**src/rtl/axis_pipe_pkg.sv**
```systemverilog
// Shared types and helpers for the AXI-Stream elastic pipeline.
// Holds the default beat layout and the occupancy width helper.
package axis_pipe_pkg;

  localparam int DEF_DATA_BYTES = 4;
  localparam int DEF_USER_BITS  = 1;
  localparam int DEF_STAGES     = 2;

  typedef struct packed {
    logic [DEF_DATA_BYTES*8-1:0] data;
    logic [DEF_DATA_BYTES-1:0]   keep;
    logic [DEF_USER_BITS-1:0]    user;
    logic                        last;
  } beat_t;

  // Room for every stage plus the optional skid entry plus zero.
  function automatic int occ_width(input int stages);
    return $clog2(stages + 2);
  endfunction

endpackage

```
**src/rtl/axis_skid_buf.sv**
```systemverilog
// One-entry skid buffer; input ready is the registered "skid empty".
// Ports: s_* beat in (flat vector), m_* beat out, clk_i/rst_i (async high).
module axis_skid_buf #(
  parameter int WIDTH = 8
) (
  input  logic             clk_i,
  input  logic             rst_i,
  input  logic [WIDTH-1:0] s_data_i,
  input  logic             s_valid_i,
  output logic             s_ready_o,
  output logic [WIDTH-1:0] m_data_o,
  output logic             m_valid_o,
  input  logic             m_ready_i
);

  logic [WIDTH-1:0] skid_q;
  logic             skid_vld_q;
  logic             skid_vld_d;

  // Ready only depends on local state, so no combinational path
  // from m_ready_i reaches s_ready_o.
  assign s_ready_o = ~skid_vld_q & ~rst_i;
  assign m_valid_o = skid_vld_q | s_valid_i;
  assign m_data_o  = skid_vld_q ? skid_q : s_data_i;

  always_comb begin
    skid_vld_d = skid_vld_q;
    if (skid_vld_q) begin
      if (m_ready_i) skid_vld_d = 1'b0;
    end else if (s_valid_i && !m_ready_i) begin
      skid_vld_d = 1'b1;
    end
  end

  always_ff @(posedge clk_i or posedge rst_i) begin
    if (rst_i) skid_vld_q <= 1'b0;
    else       skid_vld_q <= skid_vld_d;
  end

  always_ff @(posedge clk_i) begin
    if (!skid_vld_q && s_valid_i && !m_ready_i)
      skid_q <= s_data_i;
  end

endmodule

```
**src/rtl/axis_elastic_pipe.sv**
```systemverilog
// AXI-Stream register pipeline with per-stage backpressure (bubbles collapse).
// Ports: axis_s_* in, axis_m_* out, occupancy_o beats held.
// AXIS_PIPE_SKID_EN adds a 1-entry skid with registered input ready.
module axis_elastic_pipe
  import axis_pipe_pkg::*;
#(
  parameter int DATA_BYTES      = DEF_DATA_BYTES,
  parameter int USER_BITS       = DEF_USER_BITS,
  parameter int PIPELINE_STAGES = DEF_STAGES,
  parameter int OCC_BITS        = occ_width(PIPELINE_STAGES)
) (
  input  logic                    clk_i,
  input  logic                    rst_i,
  input  logic [DATA_BYTES*8-1:0] axis_s_data_i,
  input  logic [DATA_BYTES-1:0]   axis_s_keep_i,
  input  logic [USER_BITS-1:0]    axis_s_user_i,
  input  logic                    axis_s_last_i,
  input  logic                    axis_s_valid_i,
  output logic                    axis_s_ready_o,
  output logic [DATA_BYTES*8-1:0] axis_m_data_o,
  output logic [DATA_BYTES-1:0]   axis_m_keep_o,
  output logic [USER_BITS-1:0]    axis_m_user_o,
  output logic                    axis_m_last_o,
  output logic                    axis_m_valid_o,
  input  logic                    axis_m_ready_i,
  output logic [OCC_BITS-1:0]     occupancy_o
);

  localparam int S  = PIPELINE_STAGES;
  localparam int BW = DATA_BYTES*8 + DATA_BYTES + USER_BITS + 1;

  typedef struct packed {
    logic [DATA_BYTES*8-1:0] data;
    logic [DATA_BYTES-1:0]   keep;
    logic [USER_BITS-1:0]    user;
    logic                    last;
  } pbeat_t;

  pbeat_t       s_beat;
  pbeat_t       in_beat;
  logic         in_valid;
  logic [S-1:0] valid_q;
  logic [S:0]   adv;
  pbeat_t       out_beat;

  assign s_beat.data = axis_s_data_i;
  assign s_beat.keep = axis_s_keep_i;
  assign s_beat.user = axis_s_user_i;
  assign s_beat.last = axis_s_last_i;

`ifdef AXIS_PIPE_SKID_EN
  logic [BW-1:0] in_vec;

  axis_skid_buf #(
    .WIDTH(BW)
  ) u_skid (
    .clk_i    (clk_i),
    .rst_i    (rst_i),
    .s_data_i (BW'(s_beat)),
    .s_valid_i(axis_s_valid_i),
    .s_ready_o(axis_s_ready_o),
    .m_data_o (in_vec),
    .m_valid_o(in_valid),
    .m_ready_i(adv[0])
  );

  assign in_beat = pbeat_t'(in_vec);
`else
  assign in_beat        = s_beat;
  assign in_valid       = axis_s_valid_i;
  assign axis_s_ready_o = adv[0] & ~rst_i;
`endif

  // A stage may load if it is empty or its successor is loading.
  always_comb begin
    adv    = '0;
    adv[S] = axis_m_ready_i;
    for (int k = S - 1; k >= 0; k--)
      adv[k] = ~valid_q[k] | adv[k+1];
  end

  for (genvar k = 0; k < S; k++) begin : g_stage
    logic   v_q;
    pbeat_t b_q;
    logic   v_in;
    pbeat_t b_in;

    if (k == 0) begin : g_head
      assign v_in = in_valid;
      assign b_in = in_beat;
    end else begin : g_body
      assign v_in = g_stage[k-1].v_q;
      assign b_in = g_stage[k-1].b_q;
    end

    always_ff @(posedge clk_i or posedge rst_i) begin
      if (rst_i)       v_q <= 1'b0;
      else if (adv[k]) v_q <= v_in;
    end

    always_ff @(posedge clk_i) begin
      if (adv[k]) b_q <= b_in;
    end

    assign valid_q[k] = v_q;
  end

  assign out_beat       = g_stage[S-1].b_q;
  assign axis_m_data_o  = out_beat.data;
  assign axis_m_keep_o  = out_beat.keep;
  assign axis_m_user_o  = out_beat.user;
  assign axis_m_last_o  = out_beat.last;
  assign axis_m_valid_o = valid_q[S-1];

  logic                push;
  logic                pop;
  logic [OCC_BITS-1:0] occ_q;
  logic [OCC_BITS-1:0] occ_d;

  assign push = axis_s_valid_i & axis_s_ready_o;
  assign pop  = axis_m_valid_o & axis_m_ready_i;

  always_comb begin
    occ_d = occ_q;
    if (push && !pop)      occ_d = occ_q + 1'b1;
    else if (pop && !push) occ_d = occ_q - 1'b1;
  end

  always_ff @(posedge clk_i or posedge rst_i) begin
    if (rst_i) occ_q <= '0;
    else       occ_q <= occ_d;
  end

  assign occupancy_o = occ_q;

endmodule

```
**config.mk**
```make
export PLATFORM = sky130hd
export DESIGN_NAME = axis_elastic_pipe
export DESIGN_NICKNAME = d
export VERILOG_FILES = /design/src/rtl/axis_pipe_pkg.sv /design/src/rtl/axis_skid_buf.sv /design/src/rtl/axis_elastic_pipe.sv
export SDC_FILE = /design/constraint.sdc
export NUM_CORES = 1
export LEC_CHECK = 0
export CAP_MARGIN = 30
export CORE_MARGIN = 2
export CORE_UTILIZATION = 44
export DETAILED_ROUTE_END_ITERATION = 8
export HOLD_SLACK_MARGIN = 0.15
export PLACE_DENSITY_LB_ADDON = 0.15
export REMOVE_ABC_BUFFERS = 1
export SYNTH_ARGS = -nofsm -noshare
export SYNTH_HDL_FRONTEND = slang
export SYNTH_SLANG_ARGS = --single-unit
```
**constraint.sdc**
```tcl
create_clock -name clk_i -period 2.67 [get_ports clk_i]
set_clock_uncertainty 0.2 [all_clocks]
set_input_delay 0.801 -clock clk_i [delete_from_list [all_inputs] [get_ports clk_i]]
set_output_delay 0.801 -clock clk_i [all_outputs]
set_load 0.05 [all_outputs]
```
# Word-level counts from Yosys, hierarchy flattened
# Index checks and enable logic that the tools add are counted.
# word_totals
regBits	80
input_bits	42
out_inout_bits	42
elab_cells	28
# classes
add_sub_neg	2
n_mux	2
bitwise	8
n_reduce_logical	5
# op_table
operator	n
2-bit 2-to-1 mux	2
1-bit AND	3
1-bit inverter	3
2-bit by 1-bit adder with 2-bit output, second input constant	1
1-bit logical AND	2
1-bit zero test	2
1-bit OR	2
2-bit nonzero test	1
2-bit by 1-bit subtractor with 2-bit output, second input constant	1

# Longest topological paths before layout
# Gate-level depths: netlist of run 1.
# logic_depth
depth_word	9
ltp_mapped	6
mapped_depth_nobuf	6

# Worst setup path after synthesis of run 1
# OpenSTA, ideal clock, no wires.
# synth_path
path_type	input -> output
start	input port axis_m_ready_i
end	output port axis_s_ready_o
arrival_ps	1693
required_ps	1669
setup_slack_ps	-24
cell_stages	2
n_path_buf	0
path_cell_list	nand3b_4 and2_1
# synth_between
elab_chain_cells	3
# synth_lines
element	line_no	source
start, declared	axis_elastic_pipe.sv:25	input logic axis_m_ready_i,
1-bit OR (2 in series)	axis_elastic_pipe.sv:79	adv[k] = ~valid_q[k] | adv[k+1];
1-bit AND	axis_elastic_pipe.sv:71	assign axis_s_ready_o = adv[0] & ~rst_i;
end, declared	axis_elastic_pipe.sv:19	output logic axis_s_ready_o,
# No other way between the ends.

# Worst setup path after layout of run 1
# layout_path
start	input port rst_i
end	output port axis_s_ready_o
# layout_between
elab_chain_cells	2
# layout_lines
element	line_no	source
start, declared	axis_elastic_pipe.sv:13	input logic rst_i,
1-bit inverter	axis_elastic_pipe.sv:71	
1-bit AND	axis_elastic_pipe.sv:71	
# No other way between the ends.

==> results of run 1 <==
worst min-delay path by stage:
stage	cells after the start	start	end	slack, ps
after floorplan	0	g_stage[0].b_q[6]$_DFFE_PN_	axis_m_data_o[0]$_DFFE_PP_	200
final	0	g_stage[0].b_q[12]$_DFFE_PN_	axis_m_data_o[6]$_DFFE_PP_	220
after detailed placement	0	g_stage[0].b_q[19]$_DFFE_PN_	axis_m_data_o[13]$_DFFE_PP_	200
after global placement	0	g_stage[0].b_q[7]$_DFFE_PN_	axis_m_data_o[1]$_DFFE_PP_	200
after CTS	0	g_stage[0].b_q[19]$_DFFE_PN_	axis_m_data_o[13]$_DFFE_PP_	220
after global routing	0	g_stage[0].b_q[18]$_DFFE_PN_	axis_m_data_o[12]$_DFFE_PP_	230
cells by family after synthesis:
kind of cell             count (synthesis)  synth area share, %
flip-flops                              80                 95.9
AND/OR/NAND/NOR                          8                 2.37
XOR/XNOR                                 3                 1.06
buffers and inverters                    1                0.151
adder cells (fa/ha/maj)                  1                0.504
worst register-to-register path, stage by stage, from the launching register on:
cell and delay (ps):
dfrtp_1 450, nand3b_4 100, buf_4 140, and3_1 180, ha_1 210, xor2_1 160
nor2_1 120, xor2_1 180
flip-flops by register name (all words and copies together), names as in the netlist:
signal          count
axis_m_data_o      32
axis_m_keep_o       4
axis_m_last_o       1
axis_m_user_o       1
axis_m_valid_o      1
g_stage.b_q        38
g_stage.v_q         1
occupancy_o         2
power by group through the flow:
| stage | logic (mW) | clock network (mW) | registers (mW) |
|---|---|---|---|
| floorplan | 0.0594 | 0 | 1.83 |
| global placement | 0.518 | 0 | 1.58 |
| detailed placement | 0.528 | 0 | 1.59 |
| CTS | 0.528 | 1.02 | 1.56 |
| global route | 0.543 | 1.06 | 1.57 |
| finish | 0.522 | 0.988 | 1.56 |
per-layer routing:
metal | vias up | part of all wire (%) | global-route usage [%]
met1 | 561 | 37 | 14.3
li1 | 557 | - | -
met5 | - | 0 | 0
met4 | 0 | 1.8 | 9.31
met2 | 50 | 55 | 22.8
met3 | 8 | 6.2 | 4.09
cell type report:
type | count | area [µm²] | area share [%]
inverters | 1 | 3.75 | 0.102
multi-input cells | 12 | 100 | 2.72
repair buffers | 87 | 876 | 23.8
flip-flops and latches | 80 | 2380 | 64.8
well taps | 72 | 90.1 | 2.45
clock buffers | 11 | 131 | 3.57
clock inverters | 4 | 93.8 | 2.55
placed cells by master, fill, tap and decap left out:
| cell type | netlist | routed |
|---|---|---|
| clkdlybuf4s50_1 | 0 | 80 |
| edfxtp_1 | 76 | 76 |
| clkbuf_8 | 0 | 9 |
| dfrtp_1 | 4 | 4 |
| bufinv_16 | 0 | 3 |
| buf_4 | 0 | 3 |
| xor2_1 | 2 | 2 |
| nand2b_1 | 3 | 2 |
| clkbuf_1 | 0 | 2 |
| nand2b_2 | 0 | 1 |
| inv_1 | 1 | 1 |
| nand3b_4 | 1 | 1 |
| and2_1 | 1 | 1 |
| and3_1 | 1 | 1 |
| nand2_1 | 1 | 1 |
| nor2_1 | 1 | 1 |
| xnor2_1 | 1 | 1 |
| ha_1 | 1 | 1 |
| clkinv_1 | 0 | 1 |
| dlygate4sd2_1 | 0 | 1 |
| dlymetal6s2s_1 | 0 | 1 |
| buf_6 | 0 | 1 |
| buf_12 | 0 | 1 |
metrics by stage:
stage | setup TNS [ps] | instances | util [%] | setup slack, ps
floorplan | -24.2 | 93 | - | -24.2
global placement | -59.4 | 252 | 63.0 | -59.4
detailed placement | -149 | 252 | 63.0 | -97.8
CTS | 0 | 267 | 67.1 | 15.1
global route | 0 | 267 | 67.2 | 42.4
finish | 0 | 267 | 67.2 | 86.8
==> results.tsv, run 1 <==
metric	value	unit
CP top delay family	buffers and inverters	
# IOs	84	
Final #Nets	234	
chip height	79.1	µm
final wirelength	3930	µm
register area share after synthesis	95.9	%
Distinct cells, synth	12	
largest net degree at the start of global routing	40	
Post-synth top cells	edfxtp_1 (76), dfrtp_1 (4), nand2b_1 (3)	
area leader, netlist	edfxtp_1	
fin crit share	96.7	%
CP Data Arrival Time	1580	ps
status	finished clean	
GRT overflow	0	
Final Hold Vio Count	0	
Peak supply drop	0.000605	V
Worst-Skew Late Latency	330	ps
share of the synthesized area in the top cell type	91.9	%
Setup-failing EPs final	0	
Net Sw Frac	24.5	%
Cells after Synth	93	
area grow syn2layout	48.1	%
Site Rows	27	
synth top area cells	edfxtp_1 (92%), dfrtp_1 (4.0%), nand3b_4 (0.81%)	
RSZ-0062 raised after global routing	no	
Flop pwr share	50.8	%
WHS	221	ps
clock share of power	32.2	%
placed inst area	0.00345	mm²
number of synthesized flops with an enable pin	76	
post-CTS setup buffer count	0	
Tightest Pin Transition	521	ps
Root Buffer	clkbuf_8	
ys flop type	edfxtp_1	
H-tree levels	3	
routed vias	1176	
count leader, synth	edfxtp_1	
chip width	79.1	µm
Comb pwr share	17.0	%
CTS Hold Bufs	0	
Mapped Area	0.00248	mm²
mean routed wirelength per cell	14.7	µm
WP depth	4	
crit path kind	primary input to output port	
CTS tree	built	
gpl congestion	0.712	
internal power	2.32	mW
Inserted Clock Buffers	9	
Fillers	388	
Core Area	0.00547	mm²
antenna violations before repair	0	
Lkg Pwr	1.34	nW
CTS-repair resized insts	2	
Die ar.	0.00626	mm²
Synthesis Warnings	0	
initial core utilization	45.4	%
clock sink count	80	
critical path startpoint category	primary input	
Cell Chain, Critical Path	clkdlybuf4s50_1 > inv_1 > and2_1 > buf_6	
r2r worst-path depth	7	
Avg Cell Area, Syn	26.7	µm²
Crit. End Element	output port	
reg-to-reg critical path endpoint	occupancy_o[1]$_DFFE_PP0P_	
worst r2r src	axis_m_valid_o$_DFFE_PP0P_	
R2R Setup Slk	850	ps
Reg clk slew, reported paths	70	ps
share of synthesized registers carrying an async set or reset	5.00	%
CP Max Fanout	2	
Pre-Repair DR Iteration Count	4	
first-pass GRT wire length	5910	µm
CP Launch Point	rst_i	
crit path max-delay cell type	clkdlybuf4s50_1	
clock buffer depth	2	
worst path buffer plus inverter count	3	
Detail Placement HPWL	2680	µm
Via density	4.40	
initial DRC count	49	
FMAX	387	MHz
number of global-route vias before repair	1222	
post-layout min period	2580	ps
input/output buffers	83	
Seq cells post-synth	80	
worst min path class	flop to flop	
Tot Pwr	3.07	mW
Setup crit end	axis_s_ready_o	
share of layout cells above drive strength 1	9.74	%
post-route cell area	0.00368	mm²
sw power	751	µW
gr usage total	13.4	%
n_diodes	0	
Max-slew headroom	65.2	%
Slew Limit Fails	0	
Routed Antenna Nets	0	
CP peak stage delay	450	ps
critical path required time	1670	ps
DRC viols	0	
ratio of total power to cell area	835	mW/mm²
maxcap violations	0	
No activity file was read; power rests on OpenSTA's default activity.
==> inputs of run 2 (changes only) <==
Settings changed: CORE_UTILIZATION 44 to 40.
Clock period 2.67 ns to 2.3 ns, I/O delays scaled along.
==> run 2 against run 1 <==
  * Non-clock buffer count rose by 5
  * Sequential power rose by 16%
  * Register-to-register slack got worse by 520 ps
  * First-iteration DRC count fell by 24%
  * Highest routed layer unchanged
==> results.tsv, run 2 (same netlist as run 1, synthesis figures left out) <==
metric	value	unit	change
Core Area	0.00596	mm²	was 0.00547 mm²
antenna violations before repair	0		unchanged
Worst-Skew Late Latency	330	ps	about the same
max reg flops	38		unchanged
clock buffer depth	2		unchanged
CP Data Arrival Time	1350	ps	was 1580 ps
Root Buffer	clkbuf_8		unchanged
RSZ-0062 raised after global routing	no		unchanged
critical path required time	1410	ps	was 1670 ps
# IOs	84		unchanged
share of layout cells above drive strength 1	32.3	%	was 9.74%
ratio of total power to cell area	934	mW/mm²	was 835 mW/mm²
R2R Setup Slk	330	ps	was 850 ps
FMAX	447	MHz	
Routed Antenna Nets	0		unchanged
placed inst area	0.00338	mm²	was 0.00345 mm²
Via density	4.34		was 4.40
largest net degree at the start of global routing	25		was 40
DRC viols	0		unchanged
mean routed wirelength per cell	14.5	µm	was 14.7 µm
Reg clk slew, reported paths	70	ps	about the same
Max-slew headroom	79.5	%	was 65.2%
first-pass GRT wire length	5910	µm	unchanged
initial core utilization	41.7	%	was 45.4%
number of global-route vias before repair	1229		was 1222
Crit. End Element	output port		unchanged
Post-Place Cells	257		was 252
Setup crit end	axis_s_ready_o		unchanged
r2r worst-path depth	8		was 7
Hold Crit Start	g_stage[0].b_q[5]$_DFFE_PN_		was g_stage[0].b_q[12]$_DFFE_PN_
Detail Placement HPWL	2660	µm	was 2680 µm
Die ar.	0.00686	mm²	was 0.00626 mm²
CTS tree	built		unchanged
Site Rows	28		was 27
final wirelength	4010	µm	was 3930 µm
area grow syn2layout	44.4	%	was 48.1%
Pre-Repair DR Iteration Count	4		unchanged
Setup-failing EPs final	0		unchanged
Final #Nets	239		was 234
Inserted Clock Buffers	9		unchanged
WHS	221	ps	about the same
status	finished clean		unchanged
Lkg Pwr	1.38	nW	was 1.34 nW
Largest Register	g_stage.b_q		unchanged
n_diodes	0		unchanged
H-tree levels	3		unchanged
initial DRC count	37		was 49
maxcap violations	0		unchanged
worst r2r src	axis_m_valid_o$_DFFE_PP0P_		unchanged
reg-to-reg critical path endpoint	occupancy_o[1]$_DFFE_PP0P_		unchanged
worst min path class	flop to flop		unchanged
CP Max Fanout	3		was 2
non-filler cells, final	276		was 267
Tightest Pin Transition	307	ps	was 521 ps
routed vias	1197		was 1176
Slew Limit Fails	0		unchanged
Fillers	466		was 388
critical path startpoint category	primary input		unchanged
gr usage total	12.5	%	was 13.4%
chip height	82.8	µm	was 79.1 µm
clock sink count	80		unchanged
most frequent cells in the layout	edfxtp_1 (76), buf_4 (48), clkdlybuf4s50_1 (39)		was clkdlybuf4s50_1 (80), edfxtp_1 (76), clkbuf_8 (9)
fin crit share	97.2	%	
Peak supply drop	0.000502	V	was 0.000605 V
post-route cell area	0.00359	mm²	was 0.00368 mm²
crit path kind	primary input to output port		unchanged
Tot Pwr	3.35	mW	was 3.07 mW
chip width	82.8	µm	was 79.1 µm
input/output buffers	83		unchanged
post-layout min period	2240	ps	
post-layout util	60.2	%	was 67.2%
Final Hold Vio Count	0		unchanged
CTS Hold Bufs	0		unchanged
CP Launch Point	axis_m_ready_i		was rst_i
GRT overflow	0		unchanged
most common cell after layout, fill and taps aside	edfxtp_1		was clkdlybuf4s50_1
gpl congestion	0.719		was 0.712
## run 2: what timing repair did
action | 4_1_cts | 5_1_grt
pin swaps | 1 | 0
resized for setup | 5 | 1
buffers inserted | 3 | 0
endpoints found under the setup margin | 1 | 1
cloned | 0 | 0
## run 2: stage by stage
| step | worst slack (ps) | setup TNS (ps) |
|---|---|---|
| after CTS | 14.1 | 0 |
| after detailed placement | -285 | -675 |
| after floorplan | -216 | -291 |
| final | 64.2 | 0 |
| after global routing | 39.8 | 0 |
| after global placement | -221 | -438 |
## run 2: power breakdown
part | internal, mW | switching, mW
registers | 1.76 | 0.0542
logic | 0.205 | 0.390
clock network | 0.496 | 0.446
total | 2.46 | 0.890
## run 2: area by class of cell
cell class                      count  area, µm²  area share [%]
Sequential cell                    80       2380            66.4
Timing Repair Buffer               92        825            23.0
Clock buffer                       12        135            3.77
Multi-Input combinational cell     12        103            2.86
Tap cell                           75       93.8            2.62
Clock inverter                      4       45.0            1.26
Inverter                            1       3.75           0.105
## run 2: worst max-delay path, stage by stage
cell and delay (ps):
clkdlybuf4s15_1 200, nand3b_4 170, and2_4 150, buf_8 140
## run 2: worst min-delay path by stage
stage	to	cells after the start
3_5_place_dp	axis_m_data_o[5]$_DFFE_PP_	0
3_3_place_gp	axis_m_data_o[21]$_DFFE_PP_	0
5_1_grt	axis_m_data_o[18]$_DFFE_PP_	0
6_report	axis_m_keep_o[3]$_DFFE_PP_	0
4_1_cts	axis_m_data_o[5]$_DFFE_PP_	0
2_1_floorplan	axis_m_data_o[0]$_DFFE_PP_	0
## run 2: per-layer routing
layer	vias to the layer above	share of wire, %	track usage, %
li1	568	-	-
met1	579	38	14.1
met5	-	0	0
met4	0	1.5	6.39
met3	6	6.6	5.09
met2	44	54	20.6
